[src/rtl/ifid_hazard_ctrl.sv]
// Fetch/decode hazard controller: load-use stalls, taken-branch flushes and mult/div decode holds.
// Define HAZARD_STALL_COUNT_EN to add the saturating StallCount output.
module ifid_hazard_ctrl #(
    parameter int MULDIV_LAT = 4,
    parameter int CNT_W      = 4
) (
    input  logic        Clk,
    input  logic        Rst,
    input  logic [31:0] IFID_Instr,
    input  logic        IDEX_MemRead,
    input  logic [4:0]  IDEX_Rt,
    input  logic        BranchTaken,
    input  logic        MulDivStart,
    input  logic        ExtStall,
    output logic        PCWrite,
    output logic        IFIDWrite,
    output logic        IFIDFlush,
    output logic        IDEXBubble,
`ifdef HAZARD_STALL_COUNT_EN
    output logic [31:0] StallCount,
`endif
    output logic        State
);

    typedef enum logic {RUN = 1'b0, MULDIV = 1'b1} state_t;

    state_t             state_reg;
    logic [CNT_W-1:0]   cnt_reg;

    logic [5:0] opcode;
    logic [4:0] rs;
    logic [4:0] rt;
    logic       uses_rt;
    logic       load_use;

    assign opcode = IFID_Instr[31:26];
    assign rs     = IFID_Instr[25:21];
    assign rt     = IFID_Instr[20:16];

    // R-type, beq/bne and byte/half/word stores read rt as a source operand
    assign uses_rt  = (opcode == 6'h00) || (opcode == 6'h04) || (opcode == 6'h05) ||
                      (opcode == 6'h28) || (opcode == 6'h29) || (opcode == 6'h2B);
    assign load_use = IDEX_MemRead && (IDEX_Rt != 5'd0) &&
                      ((IDEX_Rt == rs) || (uses_rt && (IDEX_Rt == rt)));

    always_comb begin
        PCWrite    = 1'b1;
        IFIDWrite  = 1'b1;
        IFIDFlush  = 1'b0;
        IDEXBubble = 1'b0;
        if (Rst) begin
            PCWrite    = 1'b0;
            IFIDWrite  = 1'b0;
            IFIDFlush  = 1'b1;
            IDEXBubble = 1'b1;
        end else if (state_reg == MULDIV) begin
            PCWrite    = 1'b0;
            IFIDWrite  = 1'b0;
            IDEXBubble = 1'b1;
        end else if (ExtStall) begin
            PCWrite    = 1'b0;
            IFIDWrite  = 1'b0;
        end else if (load_use) begin
            PCWrite    = 1'b0;
            IFIDWrite  = 1'b0;
            IDEXBubble = 1'b1;
        end else if (MulDivStart) begin
            // the mult/div itself goes down the pipe, only fetch is frozen
            PCWrite    = 1'b0;
            IFIDWrite  = 1'b0;
        end else if (BranchTaken) begin
            IFIDFlush  = 1'b1;
        end
    end

    assign State = state_reg;

    always_ff @(posedge Clk or posedge Rst) begin
        if (Rst) begin
            state_reg <= RUN;
            cnt_reg   <= '0;
        end else begin
            case (state_reg)
                RUN: begin
                    if (!ExtStall && !load_use && MulDivStart) begin
                        state_reg <= MULDIV;
                        cnt_reg   <= CNT_W'(MULDIV_LAT - 2);
                    end
                end
                MULDIV: begin
                    if (!ExtStall) begin
                        if (cnt_reg == '0) begin
                            state_reg <= RUN;
                        end else begin
                            cnt_reg <= cnt_reg - 1'b1;
                        end
                    end
                end
                default: begin
                    state_reg <= RUN;
                    cnt_reg   <= '0;
                end
            endcase
        end
    end

`ifdef HAZARD_STALL_COUNT_EN
    logic [31:0] stall_count_reg;

    always_ff @(posedge Clk or posedge Rst) begin
        if (Rst) begin
            stall_count_reg <= '0;
        end else if (!PCWrite && (stall_count_reg != 32'hFFFF_FFFF)) begin
            stall_count_reg <= stall_count_reg + 32'd1;
        end
    end

    assign StallCount = stall_count_reg;
`endif

endmodule

[config.mk]
export PLATFORM = sky130hd
export DESIGN_NAME = ifid_hazard_ctrl
export DESIGN_NICKNAME = d
export VERILOG_FILES = /design/src/rtl/ifid_hazard_ctrl.sv
export SDC_FILE = /design/constraint.sdc
export NUM_CORES = 1
export LEC_CHECK = 0
export ABC_CLOCK_PERIOD_IN_PS = 4800
export CELL_PAD_IN_SITES_DETAIL_PLACEMENT = 1
export CELL_PAD_IN_SITES_GLOBAL_PLACEMENT = 1
export CORE_MARGIN = 2
export CORE_UTILIZATION = 22
export CTS_BUF_LIST = sky130_fd_sc_hd__clkbuf_16
export CTS_CLUSTER_DIAMETER = 30
export DETAILED_ROUTE_END_ITERATION = 16
export PLACE_DENSITY = 0.93
export SYNTH_ARGS = -nofsm -noshare
export SYNTH_HDL_FRONTEND = slang
export SYNTH_SLANG_ARGS = --single-unit
[constraint.sdc]
create_clock -name Clk -period 4.8 [get_ports Clk]
set_clock_uncertainty 0.15 [all_clocks]
set_input_delay 1.44 -clock Clk [delete_from_list [all_inputs] [get_ports Clk]]
set_output_delay 1.44 -clock Clk [all_outputs]
set_load 0.005 [all_outputs]
==> run summary <==
===============================================================================================
Unrepaired setup endpoints after global routing ..................................           no
Inserted Diodes ..................................................................            0
Critical path fanouts, max .......................................................            4
Max capacitance violation total ..................................................            0
GRT Residual Overflow ............................................................            0
Remaining antenna violation count after routing ..................................            0
Worst setup EP type ..............................................................   output pin
Combinational Power Share ........................................................        0.404
Wirelength per Cell ..............................................................      15.7 µm
P_sw .............................................................................     0.110 mW
Crit Path Class ..................................................................       in2out
Full die area ....................................................................     2940 µm²
Starting density of the core .....................................................        0.228
Final hold violation count .......................................................            0
Filler Cell Count ................................................................          286
Count of yosys warnings during synthesis .........................................            0
Post-detailed-route DRC marker count .............................................            0
Detailed-routing iteration count for the pre-antenna-repair pass .................            4
Instance area after placement ....................................................      971 µm²
Final slew viol count ............................................................            0
Power density relative to cell area ..............................................   345 nW/µm²
Vias in the first global route ...................................................          729
Die height .......................................................................      54.3 µm
Fin util .........................................................................        0.430
Library cells used by synthesis ..................................................           28
Post-synth design cell area ......................................................      556 µm²
HP Class .........................................................................      reg2reg
Clock share of power .............................................................        0.371
Synthesized netlist cell count ...................................................           58
Setup TNS Final ..................................................................         0 ns
# nets final .....................................................................          147
Internal power contribution ......................................................     0.251 mW
Total routing resource utilization after global routing ..........................        0.162
Total number of H-tree levels ....................................................            1
Maximum number of pins on one net before global-route repair .....................            8
Max Freq .........................................................................      212 MHz
Area Growth Syn to Fin ...........................................................        88.3%
Clock root buffer ................................................................ sky130_fd_sc_hd__clkbuf_16
Number of enable flip-flop cells after synthesis .................................            0
List of cells traversed by the critical path ..................................... clkdlybuf4s50_1, or4_4, o21a_4, nand4_4, and4_1, dlygate4sd2_1
Gpl congestion ...................................................................        0.815
Detail Placement HPWL ............................................................      1790 µm
Number of top-level design ports .................................................           48
Startpoint class of the critical path ............................................    input pin
Standby leakage power ............................................................     0.442 nW
Number of buffers and inverters on the critical path .............................            2
Clock insertion delay at the later pin of the skew report ........................      0.23 ns
Detailed-route via count .........................................................          634
Largest voltage drop on the vdd net ..............................................   0.000285 V
Arrival time of data at the critical path endpoint ...............................      3.12 ns
Number of rows created at floorplan ..............................................           18
Cell Count Post-Placement ........................................................          128
Total length of routed wires .....................................................      2080 µm
Mean area per synthesized cell ...................................................     9.58 µm²
Tightest Pin Transition ..........................................................     0.363 ns
Cell type of the slowest stage on the worst timing path .......................... sky130_fd_sc_hd__or4_4
Number of vias per cell after detailed routing ...................................         4.80
Count of buffers from port buffering .............................................           31
Floorplan Core Area ..............................................................     2430 µm²
Part of the total power dissipated in sequential elements ........................        0.226
Clock input transition at the sequential cells of the worst setup and hold paths .      0.03 ns
Post-Syn Nets ....................................................................          102
Die Span X .......................................................................      54.3 µm
Crit path from ...................................................................   IDEX_Rt[2]
Status ........................................................................... complete, no violations
Non-filler instance count after layout ...........................................          132
Largest register FFs .............................................................            4
TritonCTS clock tree .............................................................        built
Worst path max stage delay .......................................................      0.49 ns
Hold path startpoint ............................................................. cnt_reg[3]$_DFFE_PP0P_
Layout Cell Area excl Fill .......................................................     1050 µm²
Period minus WS final ............................................................      4.71 ns
Maximum buffer depth of the clock tree ...........................................            2
Share of flip-flops with an asynchronous set or reset after synthesis ............         1.00
Antenna violations before repair .................................................            0
Ratio of cells with drive above 1 in the final layout ............................        0.196
Fraction of the cycle the final worst path needs .................................        0.981
Setup Viol. Count Final ..........................................................            0
Worst slew margin ................................................................        0.757
Sequential fraction of the synthesis area ........................................        0.225
Required time of the critical path ...............................................      3.21 ns
Post-synthesis sequential element count ..........................................            5
Main synth FF type ............................................................... sky130_fd_sc_hd__dfrtp_1
Clock Sink Count .................................................................            5
Critical R2R Launch .............................................................. cnt_reg[0]$_DFFE_PP0P_
Wire length of the first global-routing pass .....................................      3360 µm
Number of buffers added by the clock tree synthesis step .........................            3
Number of DRC markers in iteration 0 .............................................            4
Switching share of total power ...................................................        0.305
Crit path max-delay family ....................................................... simple AND/OR/NAND/NOR gates
===============================================================================================
==> cells in the final DEF (no fill, tap or decap), drive strengths merged <==
| master | Yosys | layout |
|---|---|---|
| a211oi | 1 | 1 |
| a21oi | 1 | 1 |
| a31oi | 2 | 2 |
| a41o | 3 | 3 |
| a41oi | 2 | 2 |
| and2 | 1 | 1 |
| and3 | 1 | 1 |
| and4 | 1 | 1 |
| buf | 1 | 10 |
| clkbuf | 0 | 3 |
| clkdlybuf4s50 | 0 | 24 |
| dfrtp | 5 | 5 |
| dlygate4sd2 | 0 | 7 |
| ha | 1 | 1 |
| inv | 3 | 4 |
| nand2 | 2 | 2 |
| nand3 | 2 | 2 |
| nand3b | 2 | 2 |
| nand4 | 2 | 2 |
| nor2 | 3 | 3 |
| nor2b | 3 | 3 |
| nor3 | 2 | 2 |
| nor4 | 1 | 1 |
| o21a | 2 | 2 |
| o221ai | 1 | 1 |
| o31ai | 1 | 1 |
| or3b | 1 | 1 |
| or4 | 1 | 1 |
| xnor2 | 3 | 3 |
| xor2 | 10 | 10 |
==> cell families (layout without fill, tap and decap cells) <==
group | count (synthesis) | in the layout | synth area share
xor+xnor | 13 | 13 | 0.205
buf+inv | 4 | 48 | 0.0338
compound gates | 13 | 13 | 0.209
flops | 5 | 5 | 0.225
fa+ha+maj | 1 | 1 | 0.0225
simple gates | 22 | 22 | 0.304
==> worst register-to-register path, cell delays in order (launching register included) <==
cell and delay (ns):
sky130_fd_sc_hd__dfrtp_1 0.41, sky130_fd_sc_hd__inv_1 0.08, sky130_fd_sc_hd__ha_1 0.15, sky130_fd_sc_hd__or3b_1 0.42, sky130_fd_sc_hd__and2_1 0.21, sky130_fd_sc_hd__a31oi_1 0.21, sky130_fd_sc_hd__a41o_1 0.13
==> cell type report <==
| cell class | count | area [µm²] | share of cell area |
|---|---|---|---|
| inverter | 3 | 11.3 | 0.0108 |
| clock inverter | 1 | 3.75 | 0.00359 |
| tap | 30 | 37.5 | 0.0359 |
| clock buffer | 3 | 75.1 | 0.0718 |
| sequential | 5 | 125 | 0.120 |
| timing repair buffer | 41 | 377 | 0.360 |
| multi-input combinational | 49 | 417 | 0.398 |
==> synthesized netlist by cell type (2+ instances only) <==
library cell                n  share of area
sky130_fd_sc_hd__a41oi_1    2          0.032
sky130_fd_sc_hd__nor2_1     3          0.020
sky130_fd_sc_hd__dfrtp_1    5           0.23
sky130_fd_sc_hd__nor2b_1    3          0.034
sky130_fd_sc_hd__nor3_1     2          0.018
sky130_fd_sc_hd__a41o_1     3          0.054
sky130_fd_sc_hd__nand3_1    2          0.018
sky130_fd_sc_hd__nand4_4    2          0.077
sky130_fd_sc_hd__inv_1      3          0.020
sky130_fd_sc_hd__a31oi_1    2          0.023
sky130_fd_sc_hd__xnor2_1    3          0.047
sky130_fd_sc_hd__nand2_1    2          0.014
sky130_fd_sc_hd__xor2_1    10           0.16
sky130_fd_sc_hd__nand3b_1   2          0.027
==> stage by stage <==
step	power [mW]	setup slack (ns)	hold WS [ns]
floorplan	0.155	0.602	0.403
global placement	0.217	-0.226	0.453
detailed placement	0.230	-0.276	0.476
CTS	0.364	0.0555	0.491
global route	0.381	0.0109	0.498
finish	0.361	0.0904	0.483
==> worst paths after layout <==
| kind | to | slack, ns | depth (start not counted) |
|---|---|---|---|
| worst max-delay path | IFIDWrite | 0.09 | 6 |
| worst min-delay path | cnt_reg[3]$_DFFE_PP0P_ | 0.48 | 2 |
| worst max register to register | cnt_reg[1]$_DFFE_PP0P_ | 2.97 | 6 |
| worst min register to register | cnt_reg[3]$_DFFE_PP0P_ | 0.48 | 2 |
| max in group asynchronous | cnt_reg[3]$_DFFE_PP0P_ | 2.95 | 2 |
| min in group asynchronous | cnt_reg[2]$_DFFE_PP0P_ | 1.38 | 2 |
==> layer usage <==
layer	wire [µm]	global-route usage	up-vias
met5	0	0	-
met4	17	0.0708	0
met3	24	0.00820	2
met2	1280	0.337	11
met1	751	0.160	312
li1	-	-	309
==> timing repair <==
item,CTS,global route
pin swaps,1,1
endpoints found under the setup margin,4,3
buffers inserted,0,0
hold buffers,0,0
cloned,0,0
gates resized for setup,7,1
==> power groups by stage <==
stage	Sequential (mW)	Clock (mW)	Combinational (mW)
2_1_floorplan	0.0770	0	0.0781
3_3_place_gp	0.0794	0	0.137
3_5_place_dp	0.0815	0	0.149
4_1_cts	0.0818	0.135	0.147
5_1_grt	0.0837	0.140	0.158
6_report	0.0815	0.134	0.146
No activity file was read; power rests on OpenSTA's default activity.
